===== config.mk =====
export PLATFORM = sky130hd
export DESIGN_NAME = wb_stage
export DESIGN_NICKNAME = d
export VERILOG_FILES = /design/src/rtl/wb_stage_pkg.sv /design/src/rtl/wb_stage_load_align.sv /design/src/rtl/wb_stage.sv
export SDC_FILE = /design/constraint.sdc
export NUM_CORES = 1
export LEC_CHECK = 0
export BUFFER_PORTS_ARGS = -buffer_cell sky130_fd_sc_hd__buf_4
export CAP_MARGIN = 40
export CORE_MARGIN = 3
export CORE_UTILIZATION = 40
export DETAILED_ROUTE_END_ITERATION = 16
export PLACE_DENSITY = 0.64
export SLEW_MARGIN = 20
export SYNTH_ARGS = -nofsm -noshare
export SYNTH_HDL_FRONTEND = slang
export SYNTH_SLANG_ARGS = --single-unit

===== constraint.sdc =====
create_clock -name clk -period 2.21 [get_ports clk]
set_clock_uncertainty 0.15 [all_clocks]
set_input_delay 0 -clock clk [delete_from_list [all_inputs] [get_ports clk]]
set_output_delay 0 -clock clk [all_outputs]
set_load 0.02 [all_outputs]

===== src/rtl/wb_stage_pkg.sv =====
// rtl/wb_stage_pkg.sv - shared constants, FSM states and helpers for the write-back stage
package wb_stage_pkg;

  localparam logic [31:0] WB_RESET_PC = 32'hbfc00000;

  localparam logic [5:0] OP_LB  = 6'h20;
  localparam logic [5:0] OP_LH  = 6'h21;
  localparam logic [5:0] OP_LWL = 6'h22;
  localparam logic [5:0] OP_LW  = 6'h23;
  localparam logic [5:0] OP_LBU = 6'h24;
  localparam logic [5:0] OP_LHU = 6'h25;
  localparam logic [5:0] OP_LWR = 6'h26;

  typedef enum logic [1:0] {
    S_IDLE = 2'd0,
    S_WAIT = 2'd1,
    S_DONE = 2'd2
  } wb_state_t;

  function automatic logic is_load_op(input logic [5:0] op);
    logic r;
    case (op)
      OP_LB, OP_LH, OP_LWL, OP_LW, OP_LBU, OP_LHU, OP_LWR: r = 1'b1;
      default: r = 1'b0;
    endcase
    return r;
  endfunction

endpackage


===== src/rtl/wb_stage_load_align.sv =====
// rtl/wb_stage_load_align.sv - combinational load data alignment, extension and LWL/LWR merge
module wb_stage_load_align
  import wb_stage_pkg::*;
(
  input  logic [5:0]  op,
  input  logic [1:0]  k,
  input  logic [31:0] w,
  input  logic [31:0] rt,
  output logic [31:0] wdata,
  output logic [3:0]  we
);

  logic [1:0]  kk;
  logic [4:0]  shl;
  logic [4:0]  shr;
  logic [31:0] w_shr;
  logic [7:0]  b;
  logic [15:0] h;

  always_comb begin
    kk    = 2'd3 - k;
    shl   = {kk, 3'b000};
    shr   = {k, 3'b000};
    w_shr = w >> shr;
    b     = w_shr[7:0];
    h     = k[1] ? w[31:16] : w[15:0];
    wdata = w;
    we    = 4'b1111;
    case (op)
      OP_LB:  wdata = {{24{b[7]}}, b};
      OP_LBU: wdata = {24'h0, b};
      OP_LH:  wdata = {{16{h[15]}}, h};
      OP_LHU: wdata = {16'h0, h};
      OP_LWL: begin
        wdata = (w << shl) | (rt & ~(32'hffffffff << shl));
        we    = 4'b1111 << kk;
      end
      OP_LWR: begin
        wdata = w_shr | (rt & ~(32'hffffffff >> shr));
        we    = 4'b1111 >> k;
      end
      default: ;
    endcase
  end

endmodule


===== src/rtl/wb_stage.sv =====
// rtl/wb_stage.sv - MIPS write-back stage with load response wait; WB_DEBUG_TRACE_EN adds debug trace ports
module wb_stage
  import wb_stage_pkg::*;
#(
  parameter logic [31:0] RESET_PC  = WB_RESET_PC,
  parameter int          EARLY_BUF = 1
) (
  input  logic        clk,
  input  logic        resetn,
  input  logic        mem_valid,
  input  logic [31:0] mem_pc,
  input  logic [31:0] mem_inst,
  input  logic [4:0]  mem_dest,
  input  logic        mem_memtoreg,
  input  logic [31:0] mem_result,
  input  logic [31:0] mem_reg_rt,
  input  logic [31:0] mem_paddr,
  input  logic [31:0] data_rdata,
  input  logic        data_data_ok,
  output logic        wb_stall,
  output logic [3:0]  rf_we,
  output logic [4:0]  rf_waddr,
  output logic [31:0] rf_wdata,
  output logic [4:0]  wb_fwd_dest,
  output logic [31:0] wb_fwd_data
`ifdef WB_DEBUG_TRACE_EN
  ,
  output logic [31:0] debug_wb_pc,
  output logic [3:0]  debug_wb_rf_wen,
  output logic [4:0]  debug_wb_rf_wnum,
  output logic [31:0] debug_wb_rf_wdata
`endif
);

  wb_state_t   state, state_n;
  logic [31:0] pc_q, result_q, rt_q, paddr_q;
  logic [5:0]  op_q;
  logic [4:0]  dest_q;
  logic        m2r_q, valid_q;
  logic [31:0] rbuf, ebuf;
  logic        early_valid, early_avail;
  logic        cap_load, slot_load;
  logic [31:0] al_wdata;
  logic [3:0]  al_we;
  logic [3:0]  base_we;
  logic        unused_bits;

  assign unused_bits = ^{mem_inst[25:0], pc_q, paddr_q[31:2]};
  assign cap_load    = mem_valid && !wb_stall && mem_memtoreg && is_load_op(mem_inst[31:26]);
  assign slot_load   = m2r_q && is_load_op(op_q);
  assign early_avail = (EARLY_BUF != 0) && early_valid;

  always_ff @(posedge clk) begin
    if (!resetn) begin
      pc_q     <= RESET_PC;
      op_q     <= 6'h0;
      dest_q   <= 5'h0;
      m2r_q    <= 1'b0;
      result_q <= 32'h0;
      rt_q     <= 32'h0;
      paddr_q  <= 32'h0;
      valid_q  <= 1'b0;
    end else if (!wb_stall) begin
      valid_q <= mem_valid;
      if (mem_valid) begin
        pc_q     <= mem_pc;
        op_q     <= mem_inst[31:26];
        dest_q   <= mem_dest;
        m2r_q    <= mem_memtoreg;
        result_q <= mem_result;
        rt_q     <= mem_reg_rt;
        paddr_q  <= mem_paddr;
      end else begin
        dest_q <= 5'h0;
        m2r_q  <= 1'b0;
      end
    end
  end

  always_ff @(posedge clk) begin
    if (!resetn) state <= S_IDLE;
    else         state <= state_n;
  end

  always_comb begin
    state_n = state;
    case (state)
      S_IDLE, S_DONE: begin
        if (cap_load) state_n = (early_avail || data_data_ok) ? S_DONE : S_WAIT;
        else          state_n = S_IDLE;
      end
      S_WAIT:  if (data_data_ok) state_n = S_DONE;
      default: state_n = S_IDLE;
    endcase
  end

  // A buffered early response is older than a same-cycle one, so it is consumed first.
  always_ff @(posedge clk) begin
    if (!resetn) begin
      rbuf        <= 32'h0;
      ebuf        <= 32'h0;
      early_valid <= 1'b0;
    end else begin
      if (state == S_WAIT && data_data_ok)
        rbuf <= data_rdata;
      else if (cap_load)
        rbuf <= early_avail ? ebuf : data_rdata;
      if (EARLY_BUF != 0) begin
        if (cap_load && early_valid) begin
          early_valid <= data_data_ok;
          if (data_data_ok) ebuf <= data_rdata;
        end else if (data_data_ok && state != S_WAIT && !cap_load) begin
          early_valid <= 1'b1;
          ebuf        <= data_rdata;
        end
      end
    end
  end

  wb_stage_load_align u_align (
    .op    (op_q),
    .k     (paddr_q[1:0]),
    .w     (rbuf),
    .rt    (rt_q),
    .wdata (al_wdata),
    .we    (al_we)
  );

  assign base_we     = slot_load ? ((state == S_DONE) ? al_we : 4'h0) : 4'hf;
  assign wb_stall    = (state == S_WAIT);
  assign rf_we       = (!valid_q || dest_q == 5'h0 || wb_stall) ? 4'h0 : base_we;
  assign rf_waddr    = dest_q;
  assign rf_wdata    = slot_load ? al_wdata : result_q;
  assign wb_fwd_dest = (rf_we != 4'h0) ? dest_q : 5'h0;
  assign wb_fwd_data = rf_wdata;

`ifdef WB_DEBUG_TRACE_EN
  assign debug_wb_pc       = pc_q;
  assign debug_wb_rf_wen   = rf_we;
  assign debug_wb_rf_wnum  = dest_q;
  assign debug_wb_rf_wdata = rf_wdata;
`endif

endmodule


==> out/metrics.yaml <==
status:
  status: "complete, but fails checks"
  violations: "setup timing"
timing:
  max-slew-margin-rel_pct: 58.5
  final-max-slew-violation-count: 0
  tns_ns: -13.16
  fmax_mhz: 404
  worst_slew_pin_slew_ns: 0.621
  layout_setup_ws_ns: -0.268
  grt_setup_unrepaired: "true"
  setup_viol: 69
  post-route-period-util_pct: 112
  fin_crit_ns: 2.48
  final-hold-violation-count: 0
place:
  gp_congestion: 0.948
  dp_hpwl_mm: 19.6
  port_buffers: 192
finish:
  syn_to_final_growth_pct: 73.5
  antennaDiodeCount: 0
  drive_gt1_share_pct: 37.0
  layout_common_cells: "nand2_1, buf_4, dlygate4sd3_1"
  layout_commonest_cell: "nand2_1"
  final_nets: 1583
yosys:
  avgSynthCellArea_um2: 7.73
  ys_top_cells_by_area: "dfxtp_1, nand2_1, a21oi_1"
  syn_inst: 1024
  synth_nets: 1226
  yosys_warnings: 0
  syn-cell-area_um2: 7920
  ys_seq_area_share_pct: 36.9
  synthDominantCellAreaShare_pct: 36.9
  ys_seq_elements: 146
  yosysTopAreaCell: "dfxtp_1"
  synthArstFlopShare_pct: 0
  synth-edff-count: 0
  ys_types: 55
  ys.flop_type: "dfxtp_1"
die:
  fp.coreArea_um2: 19100
  die_h_um: 147
  dieWidth_um: 147
  start_util_pct: 41.5
  pin_count: 281
  rows: 50
  dieArea_um2: 21500
global_route:
  grt_antenna_before_repair: 0
  grt_pass1_wl_mm: 50.2
  grt_pass1_vias: 9218
  grt_max_degree: 66
  grt.total_usage_pct: 29.0
  overflow: 0
clock_network:
  root_buffer: "clkbuf_16"
  tritoncts.num_buffers: 17
  clk_pin_slew_ns: 0.07
  cts_tree: "yes"
  cts.path.max_buffers: 2
  worst_skew_pair.late_latency_ns: 0.45
  clock_sinks: 146
  h-tree-depth: 4
worst_setup_path:
  start_kind: "flop"
  cp_data_arrival_time_ns: 2.33
  crit-reg2reg-launch: "state[1]$_SDFFE_PN0P_"
  path_class: "reg2out"
  crit_path_start: "op_q[3]$_SDFFE_PN0P_"
  timing.rr.end: "result_q[21]$_SDFFE_PN0P_"
  r2r_cells: 7
  end_kind: "primary output"
  crit_end: "rf_wdata[5]"
  cp_max_fo: 7
  r2r_setup_slack_ns: 0.08
  worstPathRequired_ns: 2.06
min_path:
  hold_path_class: "in2reg"
routing:
  via_count: 9441
  wl_per_cell_um: 20.5
  drtIter0Drc: 823
  antenna_left: 0
  post_drt_via_cell_ratio: 5.71
  drc: 0
  drt_wl_total_mm: 33.9
  first_pass_iters: 7
power:
  ir_drop_v: 0.000613
  netSwitchingFraction_pct: 29.7
  pwr-share-comb_pct: 21.9
  leakagePower_uw: 0.00545
  design_power_total_uw: 7600
  clockPowerShare_pct: 40.1
  pwr_density_cell_nw_per_um2: 553
  p_sw_uw: 2260
  cellInternalPower_uw: 5340
  p_seq_share_pct: 38.1
flow_run:
  maxCapViolCount: 0
power by group through the flow:
stage	Clock (µW)	Sequential, µW	Combinational [µW]
after floorplan	0	2880	690
after global placement	0	2920	1110
final	3050	2890	1660
after CTS	3060	2870	1530
after detailed placement	0	2930	1120
after global routing	3170	2900	1770
state kept, by name, summed over array words and instances, names as in the netlist:
name	flops
ebuf	32
rbuf	32
result_q	32
rt_q	32
op_q	6
rf_waddr	5
paddr_q	2
state	2
early_avail	1
m2r_q	1
valid_q	1
Yosys cell counts, drive strengths merged, types with 2 or more instances:
| cell | count |
|---|---|
| a22oi | 20 |
| mux2i | 25 |
| clkbuf | 56 |
| o21a | 8 |
| nor3 | 6 |
| and3 | 16 |
| a311oi | 32 |
| or4 | 2 |
| and2 | 3 |
| mux2 | 18 |
| a32oi | 9 |
| a31oi | 9 |
| dfxtp | 146 |
| nand2 | 259 |
| or2 | 2 |
| nor2 | 62 |
| o21ai | 13 |
| nor3b | 2 |
| o22ai | 32 |
| o211ai | 2 |
| mux4 | 14 |
| nor2b | 3 |
| inv | 4 |
| nand3 | 36 |
| a211oi | 4 |
| a221oi | 12 |
| nand2b | 4 |
| buf | 67 |
| a21oi | 143 |
per-stage QoR:
stage	hold WS [ns]	setup WS [ns]	cells	util, %	cell area [µm²]
2_1_floorplan	-0.0140	0.0475	1024	-	7920
6_report	0.180	-0.268	1654	72.0	13700
3_5_place_dp	0.0939	0.00932	1420	50.8	9690
3_3_place_gp	0.0867	0.000301	1420	50.8	9690
5_1_grt	0.182	-0.292	1654	72.0	13700
4_1_cts	0.178	-0.245	1638	69.5	13300
logic make-up after synthesis:
logic type	after synthesis	share of synthesized area, %
flip-flops	146	36.9
AND/OR/NAND/NOR	401	21.5
AO/OA/AOI/OAI	292	23.3
adder cells (fa/ha/maj)	1	0.126
multiplexers	57	9.70
buffers and inverters	127	8.50
worst min-delay path by stage:
stage,start,end,cells after the start
after floorplan,mem_result[10],result_q[10]$_SDFFE_PN0P_,2
after global placement,data_data_ok,state[0]$_SDFFE_PN0P_,2
after detailed placement,mem_dest[4],rf_waddr[4]$_SDFFE_PN0N_,3
after CTS,data_data_ok,state[0]$_SDFFE_PN0P_,3
after global routing,data_data_ok,state[0]$_SDFFE_PN0P_,3
final,data_data_ok,state[0]$_SDFFE_PN0P_,3
timing repair:
action                                  CTS  global route
cloned                                    8             5
pin swaps                                42            22
hold buffers                            146             0
buffers inserted                         32            11
endpoints found under the hold margin   146             0
resized for setup                       206            59
endpoints found under the setup margin   69            96
per-layer routing:
layer	GRT usage [%]	vias to the layer above	routed length (µm)	part of all wire, %
li1	-	4347	-	-
met1	36.5	4464	13000	38
met2	48.1	507	16300	48
met3	6.51	123	3060	9.0
met4	12.2	0	1530	4.5
met5	0	-	0	0
layout make-up:
class	count	area [µm²]
clock buffer	17	425
fill	1268	5340
clock inverter	15	185
sequential	146	2940
tap	260	325
timing repair buffer	460	4480
inverter	4	20.0
multi-input combinational	752	5370
worst max-delay path, stage by stage (launching register included):
cell      delay (ns)
dfxtp_2         0.33
or3b_4          0.40
a311o_2         0.46
a221oi_2        0.37
a21oi_2         0.13
buf_4           0.18
No activity file was read; power rests on OpenSTA's default activity.
